File: config.mk
export PLATFORM = sky130hd
export DESIGN_NAME = controller_modulo
export DESIGN_NICKNAME = d
export VERILOG_FILES = /design/src/rtl/controller_modulo.sv
export SDC_FILE = /design/constraint.sdc
export NUM_CORES = 1
export LEC_CHECK = 0
export BUFFER_PORTS_ARGS = -buffer_cell sky130_fd_sc_hd__buf_2
export CAP_MARGIN = 20
export CORE_MARGIN = 4
export CORE_UTILIZATION = 54
export CTS_CLUSTER_DIAMETER = 100
export CTS_CLUSTER_SIZE = 20
export DETAILED_ROUTE_END_ITERATION = 6
export PLACE_DENSITY = 0.92
export SYNTH_ARGS = -nofsm -noshare
export SYNTH_HDL_FRONTEND = slang
export SYNTH_SLANG_ARGS = --single-unit
File: constraint.sdc
create_clock -name clk -period 1.8 [get_ports clk]
set_input_delay 0.36 -clock clk [delete_from_list [all_inputs] [get_ports clk]]
set_output_delay 0.36 -clock clk [all_outputs]
set_load 0.05 [all_outputs]
File: src/rtl/controller_modulo.sv
// Control FSM for the repeated compare/subtract modulo datapath (ergebnis = Zahl1 mod Zahl2).
// Optional iteration watchdog enabled by defining MOD_WATCHDOG_EN.
module controller_modulo #(
  parameter int unsigned ALU_LAT  = 2,
  parameter logic [2:0]  ALU_CMP  = 3'd2,
  parameter logic [2:0]  ALU_SUB  = 3'd1
`ifdef MOD_WATCHDOG_EN
  ,
  parameter logic [15:0] MAX_ITER = 16'hFFFF
`endif
) (
  input  logic       clk,
  input  logic       rst_ni,
  input  logic       start_i,
  input  logic       valid_i,
  output logic [2:0] alu_mode_o,
  output logic       wren_update_Zahlen_o,
  output logic       wren_Zahl1_to_erg_o,
  output logic       wren_res_to_erg_o,
  output logic       wren_term_erg_o,
  output logic       erg_to_alu_a_o,
  output logic       Zahl2_to_alu_b_o,
  output logic       check_for_termination_o,
  output logic       busy_o,
  output logic       done_o,
  output logic       error_o
);

  localparam logic [3:0] S_IDLE  = 4'd0;
  localparam logic [3:0] S_LOAD  = 4'd1;
  localparam logic [3:0] S_INIT  = 4'd2;
  localparam logic [3:0] S_CMP   = 4'd3;
  localparam logic [3:0] S_TERM  = 4'd4;
  localparam logic [3:0] S_CHECK = 4'd5;
  localparam logic [3:0] S_SUB   = 4'd6;
  localparam logic [3:0] S_WB    = 4'd7;
  localparam logic [3:0] S_DONE  = 4'd8;
  localparam logic [3:0] S_ERROR = 4'd9;

  localparam logic [2:0] LAT_LAST = 3'(ALU_LAT - 1);

  logic [3:0] state_q, state_d;
  logic [2:0] wait_q, wait_d;

  logic [2:0] alu_mode_q, alu_mode_d;
  logic       upd_q, upd_d;
  logic       z1erg_q, z1erg_d;
  logic       reserg_q, reserg_d;
  logic       term_q, term_d;
  logic       sela_q, sela_d;
  logic       selb_q, selb_d;
  logic       chk_q, chk_d;
  logic       busy_q, busy_d;
  logic       done_q, done_d;

`ifdef MOD_WATCHDOG_EN
  logic [15:0] iter_q, iter_d;
  logic        err_q, err_d;
`endif

  // Next-state logic; the wait counter times the ALU latency inside CMP and SUB.
  always_comb begin
    state_d = state_q;
    wait_d  = '0;
`ifdef MOD_WATCHDOG_EN
    iter_d  = iter_q;
`endif
    case (state_q)
      S_IDLE:  if (start_i) state_d = S_LOAD;
      S_LOAD: begin
        state_d = S_INIT;
`ifdef MOD_WATCHDOG_EN
        iter_d  = '0;
`endif
      end
      S_INIT:  state_d = S_CMP;
      S_CMP: begin
        if (wait_q == LAT_LAST) state_d = S_TERM;
        else                    wait_d  = wait_q + 3'd1;
      end
      S_TERM:  state_d = S_CHECK;
      S_CHECK: state_d = valid_i ? S_DONE : S_SUB;
      S_SUB: begin
        if (wait_q == LAT_LAST) state_d = S_WB;
        else                    wait_d  = wait_q + 3'd1;
      end
      S_WB: begin
`ifdef MOD_WATCHDOG_EN
        iter_d  = iter_q + 16'd1;
        state_d = (iter_q + 16'd1 == MAX_ITER) ? S_ERROR : S_CMP;
`else
        state_d = S_CMP;
`endif
      end
      S_DONE:  state_d = S_IDLE;
      S_ERROR: state_d = S_IDLE;
      default: state_d = S_IDLE;
    endcase
  end

  // Outputs are decoded from the upcoming state so they register in step with it.
  always_comb begin
    alu_mode_d = 3'd0;
    upd_d      = 1'b0;
    z1erg_d    = 1'b0;
    reserg_d   = 1'b0;
    term_d     = 1'b0;
    sela_d     = 1'b0;
    selb_d     = 1'b0;
    chk_d      = 1'b0;
    busy_d     = (state_d != S_IDLE);
    done_d     = 1'b0;
`ifdef MOD_WATCHDOG_EN
    err_d      = 1'b0;
`endif
    case (state_d)
      S_LOAD:  upd_d   = 1'b1;
      S_INIT:  z1erg_d = 1'b1;
      S_CMP: begin
        alu_mode_d = ALU_CMP;
        sela_d     = 1'b1;
        selb_d     = 1'b1;
      end
      S_TERM: begin
        alu_mode_d = ALU_CMP;
        sela_d     = 1'b1;
        selb_d     = 1'b1;
        term_d     = 1'b1;
      end
      S_CHECK: chk_d = 1'b1;
      S_SUB: begin
        alu_mode_d = ALU_SUB;
        sela_d     = 1'b1;
        selb_d     = 1'b1;
      end
      S_WB: begin
        alu_mode_d = ALU_SUB;
        sela_d     = 1'b1;
        selb_d     = 1'b1;
        reserg_d   = 1'b1;
      end
      S_DONE:  done_d = 1'b1;
`ifdef MOD_WATCHDOG_EN
      S_ERROR: err_d  = 1'b1;
`endif
      default: ;
    endcase
  end

  always_ff @(posedge clk or negedge rst_ni) begin
    if (!rst_ni) begin
      state_q    <= S_IDLE;
      wait_q     <= '0;
      alu_mode_q <= '0;
      upd_q      <= 1'b0;
      z1erg_q    <= 1'b0;
      reserg_q   <= 1'b0;
      term_q     <= 1'b0;
      sela_q     <= 1'b0;
      selb_q     <= 1'b0;
      chk_q      <= 1'b0;
      busy_q     <= 1'b0;
      done_q     <= 1'b0;
    end else begin
      state_q    <= state_d;
      wait_q     <= wait_d;
      alu_mode_q <= alu_mode_d;
      upd_q      <= upd_d;
      z1erg_q    <= z1erg_d;
      reserg_q   <= reserg_d;
      term_q     <= term_d;
      sela_q     <= sela_d;
      selb_q     <= selb_d;
      chk_q      <= chk_d;
      busy_q     <= busy_d;
      done_q     <= done_d;
    end
  end

`ifdef MOD_WATCHDOG_EN
  always_ff @(posedge clk or negedge rst_ni) begin
    if (!rst_ni) begin
      iter_q <= '0;
      err_q  <= 1'b0;
    end else begin
      iter_q <= iter_d;
      err_q  <= err_d;
    end
  end

  assign error_o = err_q;
`else
  assign error_o = 1'b0;
`endif

  assign alu_mode_o              = alu_mode_q;
  assign wren_update_Zahlen_o    = upd_q;
  assign wren_Zahl1_to_erg_o     = z1erg_q;
  assign wren_res_to_erg_o       = reserg_q;
  assign wren_term_erg_o         = term_q;
  assign erg_to_alu_a_o          = sela_q;
  assign Zahl2_to_alu_b_o        = selb_q;
  assign check_for_termination_o = chk_q;
  assign busy_o                  = busy_q;
  assign done_o                  = done_q;

endmodule
Yosys cells after proc, flatten, opt, wreduce, memory -nomap -nowiden
Index checks and enable logic that the tools add are counted.
{ "word_totals": {"reg_bits": 18, "in_bits": 4, "out_inout_bits": 13, "word_cells": 50} }
{ "classes": {"add_sub_neg": 1, "eq_ne": 16, "mux": 15, "reduce_logical": 7} }
{ "op_table": {"columns": ["op", "n"], "rows": [
  ["$eq 4x3->1 const B", 8],
  ["$pmux 4 s7", 1],
  ["$eq 4x2->1 const B", 4],
  ["$mux 4", 4],
  ["$eq 4x1->1 const B", 2],
  ["$reduce_or 2->1", 4],
  ["$mux 1", 7],
  ["$mux 3", 2],
  ["$eq 4x4->1 const B", 1],
  ["$logic_not 4->1", 1],
  ["$pmux 2 s2", 1],
  ["$reduce_bool 4->1", 1],
  ["$reduce_or 4->1", 1],
  ["$add 3x1->3 const B", 1],
  ["$eq 3x1->1 const B", 1]
]} }

Logic depth before layout (Yosys ltp)
{ "logic_depth": {"word_depth": 6, "mapped_depth": 4, "mapped_depth_nobuf": 3} }

Worst setup path after synthesis
OpenSTA, ideal clock, no wires.
{ "synth_path": {"path_type": "flip-flop to output port", "start": "register Zahl2_to_alu_b_o (netlist name)", "end": "output erg_to_alu_a_o", "arrival_ns": 0.886, "required_ns": 1.440, "setup_slack_ns": 0.554, "path_stages_with_launch": 2, "path_buffers": 1, "cell_sequence": "dfrtp_1 buf_4"} }
{ "synth_rtl": {"columns": ["item", "line", "source"], "rows": [
  ["end, declared", "21", "output logic erg_to_alu_a_o,"]
]} }

Worst setup path after layout
{ "layout_path": {"start": "register selb_q, in the netlist Zahl2_to_alu_b_o", "end": "output Zahl2_to_alu_b_o"} }
{ "layout_rtl": {"columns": ["item", "line", "source"], "rows": [
  ["start, declared", "51", "logic selb_q, selb_d;"],
  ["start signal, assigned", "173", "selb_q <= selb_d;"],
  ["end, declared", "22", "output logic Zahl2_to_alu_b_o,"]
]} }
No word-level cell between the ends.

==> results.ini <==
[setup_path]
critPathArrivalTime_ns = 0.90
cp_slowest_stage_delay_ns = 0.36
crit_chain = buf_2
start_kind = flop
cpMaxStageDelayCell = dfrtp_1
crit_type = reg -> out
crit_family = flip-flops
critPathBufInv = 1
worst_ep_required_time_ns = 1.44
worst-path-max-fanout = 2
endpoint_kind = primary output

[die]
fp-row-count = 13
chipWidth_um = 45.3
die_area_um2 = 2060
die_y_um = 45.3
core-area_um2 = 1300
floorplan.initialDensity_pct = 57.9
io_pins = 17

[min_path]
hold_path.class = in -> reg

[place]
dp_slack_ns = 0.616
place.gp.congestion = 0.780
place_inst = 93
hpwl_um = 1020
portBuffers = 14

[detailed_routing]
ant_nets = 0
drc = 0
vias = 534
drtIter0Drc = 8
first_pass_iters = 4
routed_wirelength_um = 1370
routedWlPerCell_um = 14.0
vias_per_cell = 5.45

[layout]
antenna_cells = 0
syn2layout_area_growth_pct = 10.6
fin_util_pct = 64.0
layout_commonest_cell = dfrtp_1
layout.nets = 88
largest_reg_flops = 4
fillers = 112
regMostFlops = state_q
drive_above_1_share_pct = 27.7
instances_no_fill = 98
final_cell_mix = dfrtp_1, buf_2, nor2_1, a21oi_1

[synthesis]
ys_seq_elements = 17
ys_top_cells_by_area = dfrtp_1, nor2_1, buf_4
synth_top_area_share_pct = 56.5
synth_area_um2 = 753
synth_cell_types = 27
syn_inst = 69
yosys_warnings = 0
synth-seq-area-share_pct = 56.5
avgSynthCellArea_um2 = 10.9
yosysTopAreaCell = dfrtp_1

[clocking]
clk_pin_slew_ns = 0.09
cts_setup_buffers = 0
root_buffer = clkbuf_4
cts_sinks = 17
clockBufferDepth = 2
cts_tree = done
cts_inserted_buffers = 3
h-tree-depth = 1
worst_skew_pair.late_latency_ns = 0.29

[global_routing]
grt_pass1_vias = 514
grt_overflow = 0
antenna_found_initial = 0
grt_pass1_wl_um = 2260
grt_usage_pct = 15.7
grt_max_degree = 18

[power_and_ir_drop]
power_mw = 1.35
ir_drop_uv = 767
cellPowerDensity_nw_per_um2 = 1620
power.leakage_nw = 0.416

[timing]
finalCriticalPeriod_ns = 1.26
setup_viol = 0
fin_crit_sh_pct = 70.2
fmax_ghz = 0.792
hold_violations = 0
fin_tns_setup_ns = 0
finalClockSkew_ns = 0.00749
slew_violations = 0
rsz0062_at_grt = no
fin_ws_ns = 0.537

[outcome]
status = completed

[job]
drv_cap = 0

## final timing paths
path / depth (start not counted) / start / slack, ns / end
max in group asynchronous: 2 / rst_ni / 1.04 / state_q[0]
hold / removal: 2 / start_i / 0.34 / wren_update_Zahlen_o
setup reg to reg: 3 / state_q[1] / 0.57 / state_q[2]
setup / recovery: 1 / Zahl2_to_alu_b_o / 0.54 / Zahl2_to_alu_b_o
hold reg to reg: 1 / wait_q[0] / 0.53 / wait_q[0]
min in group asynchronous: 2 / rst_ni / 0.50 / state_q[2]
## layer usage
layer / vias up / track usage (%) / share of wire (%)
li1: 252 / - / -
met1: 244 / 17.2 / 38
met2: 32 / 28.8 / 50
met3: 6 / 3.98 / 10
met4: 0 / 5.26 / 1.5
met5: - / 0 / 0
## cells in the mapped netlist
cell type   n
a211oi_1    1
a21oi_1     5
and3_1      2
and3_2      1
and4bb_1    1
buf_4       5
buf_6       1
conb_1      1
dfrtp_1    17
inv_1       2
mux2_2      1
nand2_1     3
nand2b_1    1
nand2b_4    1
nand3_1     1
nand3b_1    1
nor2_1     12
nor2b_1     2
nor2b_2     1
nor3_1      1
nor3_2      1
nor3b_1     2
nor3b_2     1
o211a_1     1
o21ai_1     1
o21bai_1    2
xor2_1      1
## cells by family (layout without fill, tap and decap cells)
family	after synthesis	in the layout	synth area share [%]
other	1	2	0.498
xor gates and xnor gates	1	1	1.16
AOI/OAI and AO/OA	10	10	8.30
muxes	1	1	1.49
buffers and inverters	8	21	7.48
and+or+nand+nor	31	31	24.6
DFF	17	17	56.5
## final cells by class
class                           instances  area, um2  area share (%)
Clock buffer                            4       26.3            3.15
Tap cell                               15       18.8            2.25
Inverter                                2       7.51           0.901
Sequential cell                        17        425            51.1
Multi-Input combinational cell         45        275            33.0
Timing Repair Buffer                   15       80.1            9.61
## power breakdown
group / total, mW / leakage [nW] / internal (mW) / switching, mW
Clock: 0.199 / 0.0150 / 0.0862 / 0.113
Sequential: 0.571 / 0.215 / 0.467 / 0.104
Combinational: 0.575 / 0.186 / 0.176 / 0.399
## per-stage QoR
stage          instance area, um2  hold WS [ns]
2_1_floorplan                 757        0.0644
3_3_place_gp                  797         0.283
3_5_place_dp                  797         0.292
4_1_cts                       833         0.336
5_1_grt                       833         0.362
6_report                      833         0.338
## what timing repair did
| item | 4_1_cts | 5_1_grt |
|---|---|---|
| endpoints found under the hold margin | 17 | 0 |
| hold buffers | 1 | 0 |
| gates resized for setup | 0 | 0 |
(Power assumes the default switching activity.)
